File: src/rtl/banked_mem_arbiter.sv
// banked_mem_arbiter: shares one burst memory port between an i-side line
// reader and a d-side line reader/writer. Writes are split into BURST_LEN
// beats; read bursts are reassembled and routed back by matching mem_raddr
// against each side's pending line address.
// Optional: define MEM_ARB_D_PRIORITY_EN for fixed d-side priority instead of
// round-robin arbitration.
module banked_mem_arbiter #(
  parameter int  ADDR_WIDTH = 32,
  parameter int  BUS_WIDTH  = 64,
  parameter int  BURST_LEN  = 4,
  localparam int LINE_WIDTH = BUS_WIDTH * BURST_LEN
) (
  input  logic                  clk,
  input  logic                  rst,
  input  logic [ADDR_WIDTH-1:0] i_addr,
  input  logic                  i_read,
  output logic [LINE_WIDTH-1:0] i_rdata,
  output logic                  i_resp,
  input  logic [ADDR_WIDTH-1:0] d_addr,
  input  logic                  d_read,
  input  logic                  d_write,
  input  logic [LINE_WIDTH-1:0] d_wdata,
  output logic [LINE_WIDTH-1:0] d_rdata,
  output logic                  d_resp,
  output logic [ADDR_WIDTH-1:0] mem_addr,
  output logic                  mem_read,
  output logic                  mem_write,
  output logic [BUS_WIDTH-1:0]  mem_wdata,
  input  logic                  mem_ready,
  input  logic [ADDR_WIDTH-1:0] mem_raddr,
  input  logic [BUS_WIDTH-1:0]  mem_rdata,
  input  logic                  mem_rvalid,
  output logic                  err
);

  localparam int             BCW       = (BURST_LEN > 1) ? $clog2(BURST_LEN) : 1;
  localparam logic [BCW-1:0] LAST_BEAT = BCW'(BURST_LEN - 1);

  typedef enum logic [1:0] {S_IDLE, S_RCMD, S_WBURST} state_t;

  state_t                  state_q;
  logic [ADDR_WIDTH-1:0]   mem_addr_q;
  logic                    mem_read_q, mem_write_q;
  logic [BUS_WIDTH-1:0]    mem_wdata_q;
  logic [BCW-1:0]          wbeat_q;
  logic                    rd_d_q;      // outstanding read command belongs to d-side
  logic                    i_pend_q, d_pend_q, d_wr_q;
  logic [ADDR_WIDTH-1:0]   i_paddr_q, d_paddr_q;
  logic                    i_resp_q, d_resp_q, err_q;
  logic [LINE_WIDTH-1:0]   i_rdata_q, d_rdata_q;
  logic [BCW-1:0]          rbeat_q;
  logic [LINE_WIDTH-1:0]   rline_q;
  logic [LINE_WIDTH-1:0]   rline_full;
  logic                    rlast, i_hit, d_hit;
  logic                    i_elig, d_elig, grant_d;

  // A side may only compete when idle and not in its own resp cycle
  assign i_elig = i_read && !i_pend_q && !i_resp_q;
  assign d_elig = (d_read || d_write) && !d_pend_q && !d_resp_q;

`ifdef MEM_ARB_D_PRIORITY_EN
  assign grant_d = d_elig;
`else
  logic rr_q;  // 1: d-side preferred on the next tie
  assign grant_d = d_elig && (!i_elig || rr_q);
`endif

  // Last beat of a read burst completes the line; match against pending reads
  assign rlast = mem_rvalid && (rbeat_q == LAST_BEAT);
  assign i_hit = rlast && i_pend_q && (mem_raddr == i_paddr_q);
  assign d_hit = rlast && d_pend_q && !d_wr_q && (mem_raddr == d_paddr_q);

  // Line as it will look once the final beat lands
  always_comb begin
    rline_full = rline_q;
    rline_full[(BURST_LEN-1)*BUS_WIDTH +: BUS_WIDTH] = mem_rdata;
  end

  // Read-return collector: beat counter and line buffer, free-running vs issue FSM
  always_ff @(posedge clk or posedge rst) begin
    if (rst) begin
      rbeat_q <= '0;
      rline_q <= '0;
    end else if (mem_rvalid) begin
      rline_q[int'(rbeat_q)*BUS_WIDTH +: BUS_WIDTH] <= mem_rdata;
      rbeat_q <= rlast ? '0 : rbeat_q + 1'b1;
    end
  end

  // Issue FSM plus pending/resp bookkeeping for both requesters
  always_ff @(posedge clk or posedge rst) begin
    if (rst) begin
      state_q     <= S_IDLE;
      mem_addr_q  <= '0;
      mem_read_q  <= 1'b0;
      mem_write_q <= 1'b0;
      mem_wdata_q <= '0;
      wbeat_q     <= '0;
      rd_d_q      <= 1'b0;
      i_pend_q    <= 1'b0;
      d_pend_q    <= 1'b0;
      d_wr_q      <= 1'b0;
      i_paddr_q   <= '0;
      d_paddr_q   <= '0;
      i_resp_q    <= 1'b0;
      d_resp_q    <= 1'b0;
      err_q       <= 1'b0;
      i_rdata_q   <= '0;
      d_rdata_q   <= '0;
`ifndef MEM_ARB_D_PRIORITY_EN
      rr_q        <= 1'b0;
`endif
    end else begin
      i_resp_q <= 1'b0;
      d_resp_q <= 1'b0;

      // Return routing; both sides may complete off the same burst
      if (i_hit) begin
        i_rdata_q <= rline_full;
        i_resp_q  <= 1'b1;
        i_pend_q  <= 1'b0;
      end
      if (d_hit) begin
        d_rdata_q <= rline_full;
        d_resp_q  <= 1'b1;
        d_pend_q  <= 1'b0;
      end
      if (rlast && !i_hit && !d_hit) err_q <= 1'b1;

      case (state_q)
        S_IDLE: begin
          if (i_elig || d_elig) begin
`ifndef MEM_ARB_D_PRIORITY_EN
            rr_q <= !grant_d;
`endif
            if (grant_d) begin
              mem_addr_q <= d_addr;
              if (d_write) begin
                // read+write together is illegal; the write wins
                if (d_read) err_q <= 1'b1;
                mem_write_q <= 1'b1;
                mem_wdata_q <= d_wdata[BUS_WIDTH-1:0];
                wbeat_q     <= '0;
                d_pend_q    <= 1'b1;
                d_wr_q      <= 1'b1;
                state_q     <= S_WBURST;
              end else begin
                mem_read_q  <= 1'b1;
                rd_d_q      <= 1'b1;
                state_q     <= S_RCMD;
              end
            end else begin
              mem_addr_q <= i_addr;
              mem_read_q <= 1'b1;
              rd_d_q     <= 1'b0;
              state_q    <= S_RCMD;
            end
          end
        end
        S_RCMD: begin
          if (mem_ready) begin
            mem_read_q <= 1'b0;
            mem_addr_q <= '0;
            if (rd_d_q) begin
              d_pend_q  <= 1'b1;
              d_wr_q    <= 1'b0;
              d_paddr_q <= mem_addr_q;
            end else begin
              i_pend_q  <= 1'b1;
              i_paddr_q <= mem_addr_q;
            end
            state_q <= S_IDLE;
          end
        end
        S_WBURST: begin
          if (mem_ready) begin
            if (wbeat_q == LAST_BEAT) begin
              mem_write_q <= 1'b0;
              mem_addr_q  <= '0;
              mem_wdata_q <= '0;
              d_resp_q    <= 1'b1;
              d_pend_q    <= 1'b0;
              state_q     <= S_IDLE;
            end else begin
              wbeat_q     <= wbeat_q + 1'b1;
              mem_wdata_q <= d_wdata[(int'(wbeat_q) + 1)*BUS_WIDTH +: BUS_WIDTH];
            end
          end
        end
        default: state_q <= S_IDLE;
      endcase
    end
  end

  assign mem_addr  = mem_addr_q;
  assign mem_read  = mem_read_q;
  assign mem_write = mem_write_q;
  assign mem_wdata = mem_wdata_q;
  assign i_rdata   = i_rdata_q;
  assign d_rdata   = d_rdata_q;
  assign i_resp    = i_resp_q;
  assign d_resp    = d_resp_q;
  assign err       = err_q;

endmodule

File: config.mk
export PLATFORM = sky130hd
export DESIGN_NAME = banked_mem_arbiter
export DESIGN_NICKNAME = d
export VERILOG_FILES = /design/src/rtl/banked_mem_arbiter.sv
export SDC_FILE = /design/constraint.sdc
export NUM_CORES = 2
export LEC_CHECK = 0
export BUFFER_PORTS_ARGS = -buffer_cell sky130_fd_sc_hd__buf_2
export CAP_MARGIN = 20
export CELL_PAD_IN_SITES_DETAIL_PLACEMENT = 1
export CELL_PAD_IN_SITES_GLOBAL_PLACEMENT = 1
export CORE_AREA = 2 2 404 406
export DETAILED_ROUTE_END_ITERATION = 8
export DIE_AREA = 0 0 406 408
export HOLD_SLACK_MARGIN = 0.15
export PLACE_DENSITY = 0.57
export SYNTH_ARGS = -nofsm -noshare
export SYNTH_HDL_FRONTEND = slang
export SYNTH_SLANG_ARGS = --single-unit
File: constraint.sdc
create_clock -name clk -period 35.9 [get_ports clk]
set_clock_uncertainty 0.15 [all_clocks]
set_input_delay 3.59 -clock clk [delete_from_list [all_inputs] [get_ports clk]]
set_output_delay 3.59 -clock clk [all_outputs]
set_load 0.05 [all_outputs]
# After elaboration in Yosys (flattened, before gate mapping)

Cells that the tools add are included.

Bits of input ports: 423
Latch bits: 0
Flip-flop bits (word level): 944
Output and inout port bits: 613
Memories kept: 0
Bits in read-only memories: 0
Memory bits (writable): 0
Word-level logic and storage cells: 150

$add $sub $neg: 4
Bitwise logic cells: 1
Order comparisons: 0
Shifts and indexed selects: 3
$mul: 0
Eq/ne operators: 16
Divide/modulo/power cells: 0
Reduce and logical (&&, ||, !) cells: 40
Mux-type cells: 66

Operator list:

| cell                                                                       | number |
|---|---|
| 64-bit two-way mux                                                         | 5 |
| 256-bit bitwise mux                                                        | 1 |
| 64-bit by 33-bit variable shift with 256-bit output (first input constant) | 1 |
| 256-bit by 10-bit indexed part select with 64-bit output                   | 1 |
| 64-bit by 33-bit indexed part select with 256-bit output                   | 1 |
| 32-bit two-way mux                                                         | 5 |
| 64-bit one-hot mux with 2 select lines                                     | 1 |
| 32-bit one-hot mux with 3 select lines                                     | 1 |
| 32-bit equality test                                                       | 2 |
| 1-bit two-way mux                                                          | 35 |
| 8-bit negator with 33-bit output                                           | 1 |
| 2-bit two-way mux                                                          | 12 |
| 2-bit inequality test (second input constant)                              | 9 |
| 6-bit AND reduction                                                        | 3 |
| 1-bit logical AND                                                          | 13 |
| 5-bit AND reduction                                                        | 2 |
| 1-bit zero test                                                            | 9 |
| 3-bit AND reduction                                                        | 3 |
| 4-bit AND reduction                                                        | 2 |
| 2-bit equality test (second input constant)                                | 3 |
| 1-bit one-hot mux with 2 select lines                                      | 3 |
| 2-bit one-hot mux with 3 select lines                                      | 1 |
| 2-bit by 1-bit adder with 2-bit output (second input constant)             | 2 |
| 2-bit one-hot mux with 2 select lines                                      | 1 |
| other kinds (10)                                                           | 13 |

# Longest topological paths before layout

Depth in word-level cells: 13
Depth in mapped cells: 9
Gate-level depth less buffers: 6

# Worst setup path before layout

No wires, ideal clock.

Kind: in2reg
Start: input port mem_raddr[31]
End: register i_rdata_q[0], in the netlist i_rdata[0]
Required time: 35.625 ns
Stages: 7
Library setup time: 0.125 ns
Slack: 30.329 ns
Arrival time: 5.296 ns
Buffers on the path: 2
Path through: xor2_1 -> nor4_2 -> nand2_1 -> or4_1 -> buf_4 -> buf_6 -> mux2_4

Longest elaborated chain between the ends: 2

Ends and longest elaborated chain:

| item                 | line | source |
|---|---|---|
| start, declared      | 30   | `input logic [ADDR_WIDTH-1:0] mem_raddr,` |
| 32-bit equality test | 70   | `assign i_hit = rlast && i_pend_q && (mem_raddr == i_paddr_q);` |
| 1-bit logical AND    | 70   |  |
| end signal, assigned | 119  | `i_rdata_q <= rline_full;` |
| end, declared        | 50   | `logic [LINE_WIDTH-1:0] i_rdata_q, d_rdata_q;` |

Every way passes these cells.
A chain may end at the register's enable or synchronous reset.

==> metrics <==
worst hold path depth=2; routed vias=between 20000 and 30000; number of search-and-repair iterations in the first detailed-routing pass=7; input/output buffers=1035; final critical path time including I/O delays and setup=7.76 ns; FF-to-FF setup slack=31.43 ns; violation count after the first detailed-route iteration=1257; Leakage=between 20 and 25 nW; crit start category=input pin; signal arrival time at the worst endpoint=8.34 ns; biggest fanout along the worst timing path=111; Max Buffers Root-to-Sink=3; clock latency on the worst-skew pair=0.70 ns; overall die area=around 170000 um^2; startpoint of the tightest hold check path=rr_q; maximum ir drop on the vdd rail=approximately 54 uV; final layout net count=3978; source of the worst register-to-register timing path=rbeat_q[0]; clock-pin slew on the worst setup and hold paths=0.05 ns; CTS tree=done; pin slew with the least headroom to its limit=1.11 ns; PwrDens=69.2 nW/um^2; initial antenna violation count=20; remaining global-route overflow=0; final wirelength=141000 um; layout cell share with drive strength beyond 1=50.4%; biggest area contributors in the synthesized netlist=sky130_fd_sc_hd__dfrtp_1 62%, sky130_fd_sc_hd__mux2_2 18%, sky130_fd_sc_hd__a22o_1 4.7%, sky130_fd_sc_hd__mux2i_1 2.7%, sky130_fd_sc_hd__a21oi_1 1.9%; Setup TNS=0 ns; most frequent cells in the layout=1035 x sky130_fd_sc_hd__buf_2, 878 x sky130_fd_sc_hd__dfrtp_1, 562 x sky130_fd_sc_hd__mux2_2; via count of the first global-routing pass=27000; Final GP Congestion=0.890; number of warnings issued by yosys=0; number of placement rows=approximately 150; area of the core region=162000 um^2; root buffer selected by CTS=sky130_fd_sc_hd__clkbuf_16; CTS Sinks=around 900; Min-Delay Path Class=register to register; y dimension of the die=between 400 and 500 um; vias per cell=around 4.3; number of distinct library cells after synthesis=43; number of buffers created by CTS=102; Setup Buffers After CTS=0; H-tree Lvls=3; total setup violations reported at the end of the flow=0; post-detailed-route DRC marker count=0; Die Width=406 um; RSZ-0062 raised after global routing=no; flip-flop and latch count after synthesis=880; element type at the critical path end=async pin; Worst R2R Path Depth=8; ANT nets after route=0; synthesis-to-finish area growth=31.1%; portion of the clock cycle consumed by the worst path in the final layout=21.6%; mean instance size in the synthesized netlist=14.0 um^2; starting density of the core=21.9%; most common cell after layout, fill and taps aside=sky130_fd_sc_hd__buf_2; number of pins exceeding their max-slew limit in the final report=0; first-pass GRT wire length=200000 um; end of the worst register-to-register path=i_rdata[151]; Yosys top cell by area=sky130_fd_sc_hd__dfrtp_1; Fmax=approximately 0.13 GHz; Hold Path End=rr_q; number of standard cells after synthesis=between 2000 and 3000; startpoint-to-endpoint class of the critical path=input pin to async pin; number of hold buffers added after CTS=0; max_slew headroom=26.2%; Resize count post-CTS=0; Overall Global Routing Usage=between 10% and 20%; sequential fraction of the synthesis area=62.1%; Routed wire per std cell=24.2 um; I/O pin count=1036; post-DP HPWL=102000 um; Post-Synthesis Cell Area=35500 um^2; largest net degree at the start of global routing=~140; Fill cells=17800; tightest hold margin=~0.34 ns; critical path required time=between 30 and 40 ns; final hold violation count=0; post-synth top area share=62.1%; Max-Cap Viols=0; net count of the mapped netlist=2973; status=complete, no violations
logic make-up (layout without fill, tap and decap cells):
family | after synthesis | in the layout | share of synthesized area, %
xor+xnor | 64 | 64 | 1.58
fa+ha+maj | 10 | 10 | 0.353
mux | 675 | 675 | 21.3
flops | 880 | 880 | 62.1
other cells | 0 | 7 | 0
compound gates | 443 | 443 | 8.64
buf+inv | 183 | 1272 | 2.21
simple gates | 285 | 285 | 3.88
worst max-delay path: stages:
cell	delay, ns
sky130_fd_sc_hd__buf_2	0.13
sky130_fd_sc_hd__inv_8	0.54
sky130_fd_sc_hd__buf_4	0.78
sky130_fd_sc_hd__buf_4	0.83
sky130_fd_sc_hd__buf_4	0.80
sky130_fd_sc_hd__buf_4	0.71
sky130_fd_sc_hd__buf_4	0.70
sequential cells by signal (all words and copies together) (netlist names), 2 cells and up:
register and count:
i_paddr_q 32, d_paddr_q 32, wbeat_q 2, mem_addr 32, i_rdata 256, state_q 2, mem_wdata 64, d_rdata 256
rbeat_q 2, rline_q 192
power breakdown:
part	internal (mW)	switching, mW
registers	1.17	0.169
clock network	0.607	0.442
logic	0.271	0.557
worst max path at each step:
stage	end	from	slack, ns
finish	d_rdata[184]	rst	28.14
global route	mem_addr[13]	rst	27.47
CTS	mem_addr[13]	rst	27.96
detailed placement	d_paddr_q[27]	rst	27.17
global placement	d_paddr_q[27]	rst	27.22
floorplan	d_paddr_q[0]	rst	7.43
layer usage:
layer  GRT usage (%)  up-vias  wire length [um]
li1                -    11100                 -
met3            5.17      224             10200
met2            27.3      708             67000
met4            6.46        2              5710
met5               0        -                13
met1            20.1    13200             57600
per-stage QoR:
step / area, um^2 / util, % / std cells / setup WS [ns] / total power [mW]
2_1_floorplan: 35500 / - / 2540 / 7.43 / 1.86
3_3_place_gp: 43000 / 26.6 / 5615 / 27.22 / 2.17
3_5_place_dp: 43000 / 26.6 / 5615 / 27.17 / 2.19
4_1_cts: 46500 / 28.7 / 5803 / 27.96 / 3.26
5_1_grt: 46500 / 28.8 / 5809 / 27.47 / 3.38
6_report: 46500 / 28.8 / 5811 / 28.14 / 3.22
area by class of cell:
class | count | area [um^2] | share of cell area (%)
Antenna cell | 7 | 17.5 | 0.0377
Clock buffer | 163 | 3080 | 6.63
Clock inverter | 25 | 352 | 0.756
Inverter | 10 | 45.0 | 0.0968
Multi-Input combinational cell | 1477 | 12800 | 27.4
Sequential cell | 880 | 22000 | 47.4
Tap cell | 2175 | 2720 | 5.85
Timing Repair Buffer | 1074 | 5520 | 11.9
synthesized netlist by cell type, drive strengths merged:
cell	number
mux2	578
buf	47
o32ai	1
dfrtp	880
or4	1
o22ai	2
o22a	1
xor2	29
nand3b	2
o211ai	1
a31oi	1
nor3	2
a22oi	1
o21ai	73
a32o	2
a22o	192
a2111o	1
nand2	108
o31ai	32
nor4b	4
nor4	11
mux2i	97
ha	10
xnor2	35
clkbuf	126
nand2b	1
a41o	2
nand4	8
or4b	1
nor2	70
a21oi	134
nor2b	66
nand3	8
inv	10
and3	1
nand4b	2
(Power assumes the default switching activity.)
